<file path="src/rtl/bus_mux_reg.sv">
// Registered shared-bus multiplexer: fixed-priority source select, one-cycle latency,
// with conflict pulse, sticky flag and saturating conflict counter.
module bus_mux_reg #(
    parameter int DATA_W    = 32,
    parameter int N_SRC     = 24,
    parameter int SEL_W     = 5,
    parameter int CNT_W     = 8,
    parameter bit IDLE_ZERO = 1'b0
) (
    input  logic                    clock,
    input  logic                    clear_n,
    input  logic [N_SRC*DATA_W-1:0] src_data,
    input  logic [N_SRC-1:0]        src_oe,
    input  logic                    err_clr,
    output logic [DATA_W-1:0]       bus_out,
    output logic                    bus_valid,
    output logic [SEL_W-1:0]        bus_src,
    output logic                    conflict,
    output logic                    conflict_sticky,
    output logic [CNT_W-1:0]        conflict_cnt
);

    localparam logic [CNT_W-1:0] cntMax = '1;

    logic [SEL_W-1:0]  selIdx;
    logic [DATA_W-1:0] selData;
    logic              anyOe;
    logic              multiOe;

    // Descending scan so the lowest set index is the last (winning) assignment.
    always_comb begin
        // NOTE: every combinational output gets a default first, otherwise an
        // unassigned path would infer a latch.
        selIdx  = '0;
        selData = '0;
        for (int i = N_SRC - 1; i >= 0; i--) begin
            if (src_oe[i]) begin
                selIdx  = SEL_W'(i);
                selData = src_data[i*DATA_W +: DATA_W];
            end
        end
    end

    // Two or more enables: a second set bit after any earlier one.
    always_comb begin
        anyOe   = 1'b0;
        multiOe = 1'b0;
        for (int i = 0; i < N_SRC; i++) begin
            multiOe = multiOe | (anyOe & src_oe[i]);
            anyOe   = anyOe | src_oe[i];
        end
    end

    // NOTE: sequential state uses non-blocking assignments so every register
    // samples pre-edge values regardless of statement order.
    always_ff @(posedge clock or negedge clear_n) begin
        if (!clear_n) begin
            bus_out         <= '0;
            bus_valid       <= 1'b0;
            bus_src         <= '0;
            conflict        <= 1'b0;
            conflict_sticky <= 1'b0;
            conflict_cnt    <= '0;
        end else begin
            if (anyOe) begin
                bus_out   <= selData;
                bus_src   <= selIdx;
                bus_valid <= 1'b1;
            end else begin
                bus_valid <= 1'b0;
                if (IDLE_ZERO) begin
                    bus_out <= '0;
                end
            end

            conflict <= multiOe;

            // A conflict in the same cycle as err_clr restarts the count at one.
            if (multiOe) begin
                conflict_sticky <= 1'b1;
                if (err_clr) begin
                    conflict_cnt <= CNT_W'(1);
                end else if (conflict_cnt != cntMax) begin
                    conflict_cnt <= conflict_cnt + CNT_W'(1);
                end
            end else if (err_clr) begin
                conflict_sticky <= 1'b0;
                conflict_cnt    <= '0;
            end
        end
    end

endmodule
</file>
<file path="config.mk">
export PLATFORM = sky130hd
export DESIGN_NAME = bus_mux_reg
export DESIGN_NICKNAME = d
export VERILOG_FILES = /design/src/rtl/bus_mux_reg.sv
export SDC_FILE = /design/constraint.sdc
export NUM_CORES = 1
export LEC_CHECK = 0
export ABC_AREA = 1
export BUFFER_PORTS_ARGS = -buffer_cell sky130_fd_sc_hd__buf_2
export CAP_MARGIN = 0
export CORE_AREA = 2 2 325 327
export DETAILED_ROUTE_END_ITERATION = 16
export DIE_AREA = 0 0 327 329
export PLACE_DENSITY = 0.3
export SKIP_CTS_REPAIR_TIMING = 1
export SLEW_MARGIN = 5
export SYNTH_ARGS = -nofsm -noshare
export SYNTH_HDL_FRONTEND = slang
export SYNTH_SLANG_ARGS = --single-unit
</file>
<file path="constraint.sdc">
create_clock -name clock -period 4.1 [get_ports clock]
set_input_delay 0.82 -clock clock [delete_from_list [all_inputs] [get_ports clock]]
set_output_delay 0.82 -clock clock [all_outputs]
set_load 0.1 [all_outputs]
</file>
==> out/qor.csv <==
stage,metric,value,unit
critical_path,crit_slowest_cell,nor2_1,
timing,period_share,0.8375,
yosys,netlist_area,0.008882,mm²
timing,final.setup.worst_slack,666.4,ps
routing,post_drt_wl_per_cell,25.23,µm
power_and_ir_drop,p_leak,7.121,nW
layout,final_layout_size_suffix_gt1_frac,0.4398,
floorplan,start_util,0.08510,
layout,final_cell_mix,"842 x buf_2, 572 x nand2_1, 184 x nor2_1",
routing,drt-pass1-iter-count,5,
routing,avgViaCountPerCell,3.959,
routing,drt_iter0_markers,875,
clock_tree,clock_latency,310,ps
yosys,ys_types,42,
global_route,grt_pass1_vias,15180,
status,status,"finished, final reports clean",
layout,syn_to_final_growth,69.40,%
timing,hold_viol_final,0,
yosys,ys_warn_count,0,
critical_path,cp_num_buf_inv,3,
yosys,syn_avg_cell_area,5.665,µm²
routing,wl_met3,5352,µm
layout,nFillCells,12540,
critical_path,critPathLaunchType,input port,
clock_tree,htree_levels,2,
power_and_ir_drop,power_density,176.6,mW/mm²
layout,nets,3155,
critical_path,crit_chain,buf_2 -> nor2_1 -> inv_2 -> buf_4 -> a221oi_2 -> nand2_1 -> nand2_1 -> nand2_1 -> nand2_1 -> nand2_1 -> nand2_1 -> nand2_1 -> nand2_1 -> nand2_1 -> nand2_1 -> nand2_1,
routing,wirelength,95050,µm
critical_path,cp_max_fo,21,
clock_tree,numCtsBuffers,5,
critical_path,cp_data_arrival_time,3650,ps
placed_design,place_ws,-177.2,ps
timing,finalSetupViolations,0,
critical_path,cpPeakStageDelay,440,ps
timing,worstMarginPinSlew,944.4,ps
layout,layout_commonest_cell,buf_2,
routing,top_layer_used,met5,
routing,num_vias,14910,
floorplan,die_w,327,µm
timing,fin_crit,3434,ps
clock_tree,path_clk_slew,80,ps
critical_path,crit_family,simple AND/OR/NAND/NOR gates,
timing,slew_headroom,0.3681,
placed_design,dpl.hpwl,84050,µm
global_route,grt_max_degree,35,
flow_run,drv_cap,0,
yosys,synth_seq_area_share,0.1352,
clock_tree,cts_tree,built,
global_route,antenna_found_initial,40,
placed_design,io_buffers,842,
layout,final_cells,3767,
timing,drv_slew,0,
floorplan,die_h,329,µm
routing,wl_met1,43330,µm
global_route,track_usage,0.1673,
clock_tree,clkSinkCount,48,
routing,wl_met2,44260,µm
yosys,syn_inst,1568,
floorplan,coreArea,0.1044,mm²
hold_path,worstHoldPathType,register to register,
floorplan,rows,119,
floorplan,ioPinCount,843,
timing,fin_skew,6.451,ps
yosys,ys_seq_elements,48,
routing,drc,0,
critical_path,crit_path_end_kind,register,
layout,final_util,0.1442,
yosys,syn_nets,2364,
placed_design,globalplace.congestion,0.8939,
critical_path,path_common_cell,nand2_1,
placed_design,dp_cells,3743,
timing,fmax,0.2912,GHz
power_and_ir_drop,ir_worst_vdd,0.1510,mV
global_route,grt.overflow.total,0,
clock_tree,ctsRootBufferMaster,clkbuf_16,
clock_tree,clockBufferDepth,2,
timing,rsz0062_at_grt,no,
timing,fin_worst_hold_slack,480.6,ps
routing,postRouteAntennaNets,0,
floorplan,dieArea,0.1076,mm²
critical_path,crit_type,input port to register,
critical_path,required,4310,ps
global_route,grt_pass1_wl,125300,µm
power_and_ir_drop,finalPower,2.658,mW
==> final cells by class <==
type                            count  area [µm²]  share of cell area
Tap cell                         1391        1740              0.1157
Sequential cell                    48        1201             0.07983
Timing Repair Buffer              912        4765              0.3166
Antenna cell                       16       40.04            0.002661
Clock inverter                      1       7.507           0.0004989
Inverter                           57       226.5             0.01505
Clock buffer                        7       142.6            0.009479
Multi-Input combinational cell   1335        6924              0.4602
==> worst min-delay path: cells and delay by family, from the launching register on <==
| kind | cells | cell delay [ps] |
|---|---|---|
| simple gates | 2 | 110 |
| flops | 1 | 340 |
==> sequential cells by signal, indices dropped and copies added, names as in the netlist <==
register,cells
bus_valid,1
conflict,1
bus_src,5
bus_out,32
conflict_cnt,8
conflict_sticky,1
==> metal layers <==
metal  up-vias  track usage
met2       597       0.2767
li1       7120            -
met5         -            0
met4        28      0.03261
met3        99      0.03174
met1      7069       0.2261
==> Yosys cell counts <==
master | count | area [µm²]
dfrtp_1 | 48 | 1201
nand3_2 | 1 | 10.01
a21oi_1 | 95 | 475.5
o21bai_1 | 1 | 7.510
buf_6 | 4 | 45.04
xor2_1 | 2 | 17.52
a31oi_1 | 1 | 6.260
nor2_4 | 6 | 67.56
buf_4 | 2 | 15.01
inv_4 | 1 | 6.260
nand3_1 | 29 | 145.1
nand2_2 | 3 | 18.77
nand4_1 | 9 | 56.30
o22ai_1 | 2 | 12.51
o211ai_2 | 1 | 12.51
o21ai_0 | 67 | 335.3
nand2_4 | 4 | 45.04
clkbuf_1 | 92 | 345.3
or2_0 | 13 | 81.33
o31ai_1 | 2 | 15.01
inv_1 | 31 | 116.4
clkinv_4 | 1 | 8.760
xnor2_1 | 1 | 8.760
ha_1 | 1 | 12.51
o221a_1 | 15 | 168.9
buf_1 | 7 | 26.28
or2_1 | 6 | 37.54
o221a_2 | 62 | 698.2
nand2_1 | 572 | 2147
or2_2 | 10 | 62.56
clkinv_1 | 3 | 11.26
inv_2 | 20 | 75.07
a21o_1 | 1 | 7.510
nor3_2 | 1 | 10.01
nor2_8 | 1 | 20.02
nor2_2 | 2 | 12.51
a221oi_1 | 137 | 1200
nor3_1 | 77 | 385.4
inv_6 | 1 | 8.760
o21ai_1 | 25 | 125.1
buf_2 | 23 | 115.1
nor2_1 | 188 | 705.7
==> cell families after synthesis <==
logic type / Yosys count / share of synthesized area
simple gates: 922 / 0.4284
buf+inv: 185 / 0.08705
xor+xnor: 3 / 0.002959
flops: 48 / 0.1352
fa+ha+maj: 1 / 0.001408
compound gates: 409 / 0.3450
==> power breakdown <==
group	switching (mW)	total, mW	leakage (nW)	internal, mW
Sequential	0.0247	0.533	0.563	0.508
Combinational	1.09	1.65	6.49	0.558
Clock	0.227	0.472	0.0702	0.245
Total	1.35	2.66	7.12	1.31
==> worst paths after layout <==
kind                                       from              end  slack [ps]  cells after the start
worst max register to register  conflict_cnt[0]  conflict_cnt[5]        2240                     11
worst min register to register       bus_out[2]       bus_out[2]         480                      2
min in group asynchronous               clear_n       bus_out[0]         540                      1
worst min-delay path                 bus_out[2]       bus_out[2]         480                      2
max in group asynchronous               clear_n      bus_out[13]        2790                      2
worst max-delay path                 src_oe[12]      bus_out[14]         670                     16
==> per-stage QoR <==
step,setup TNS [ps],cell area (µm²)
2_1_floorplan,0,8882
3_3_place_gp,-209.6,14850
3_5_place_dp,-177.2,14850
4_1_cts,0,15000
5_1_grt,0,15030
6_report,0,15050
(Power assumes the default switching activity.)
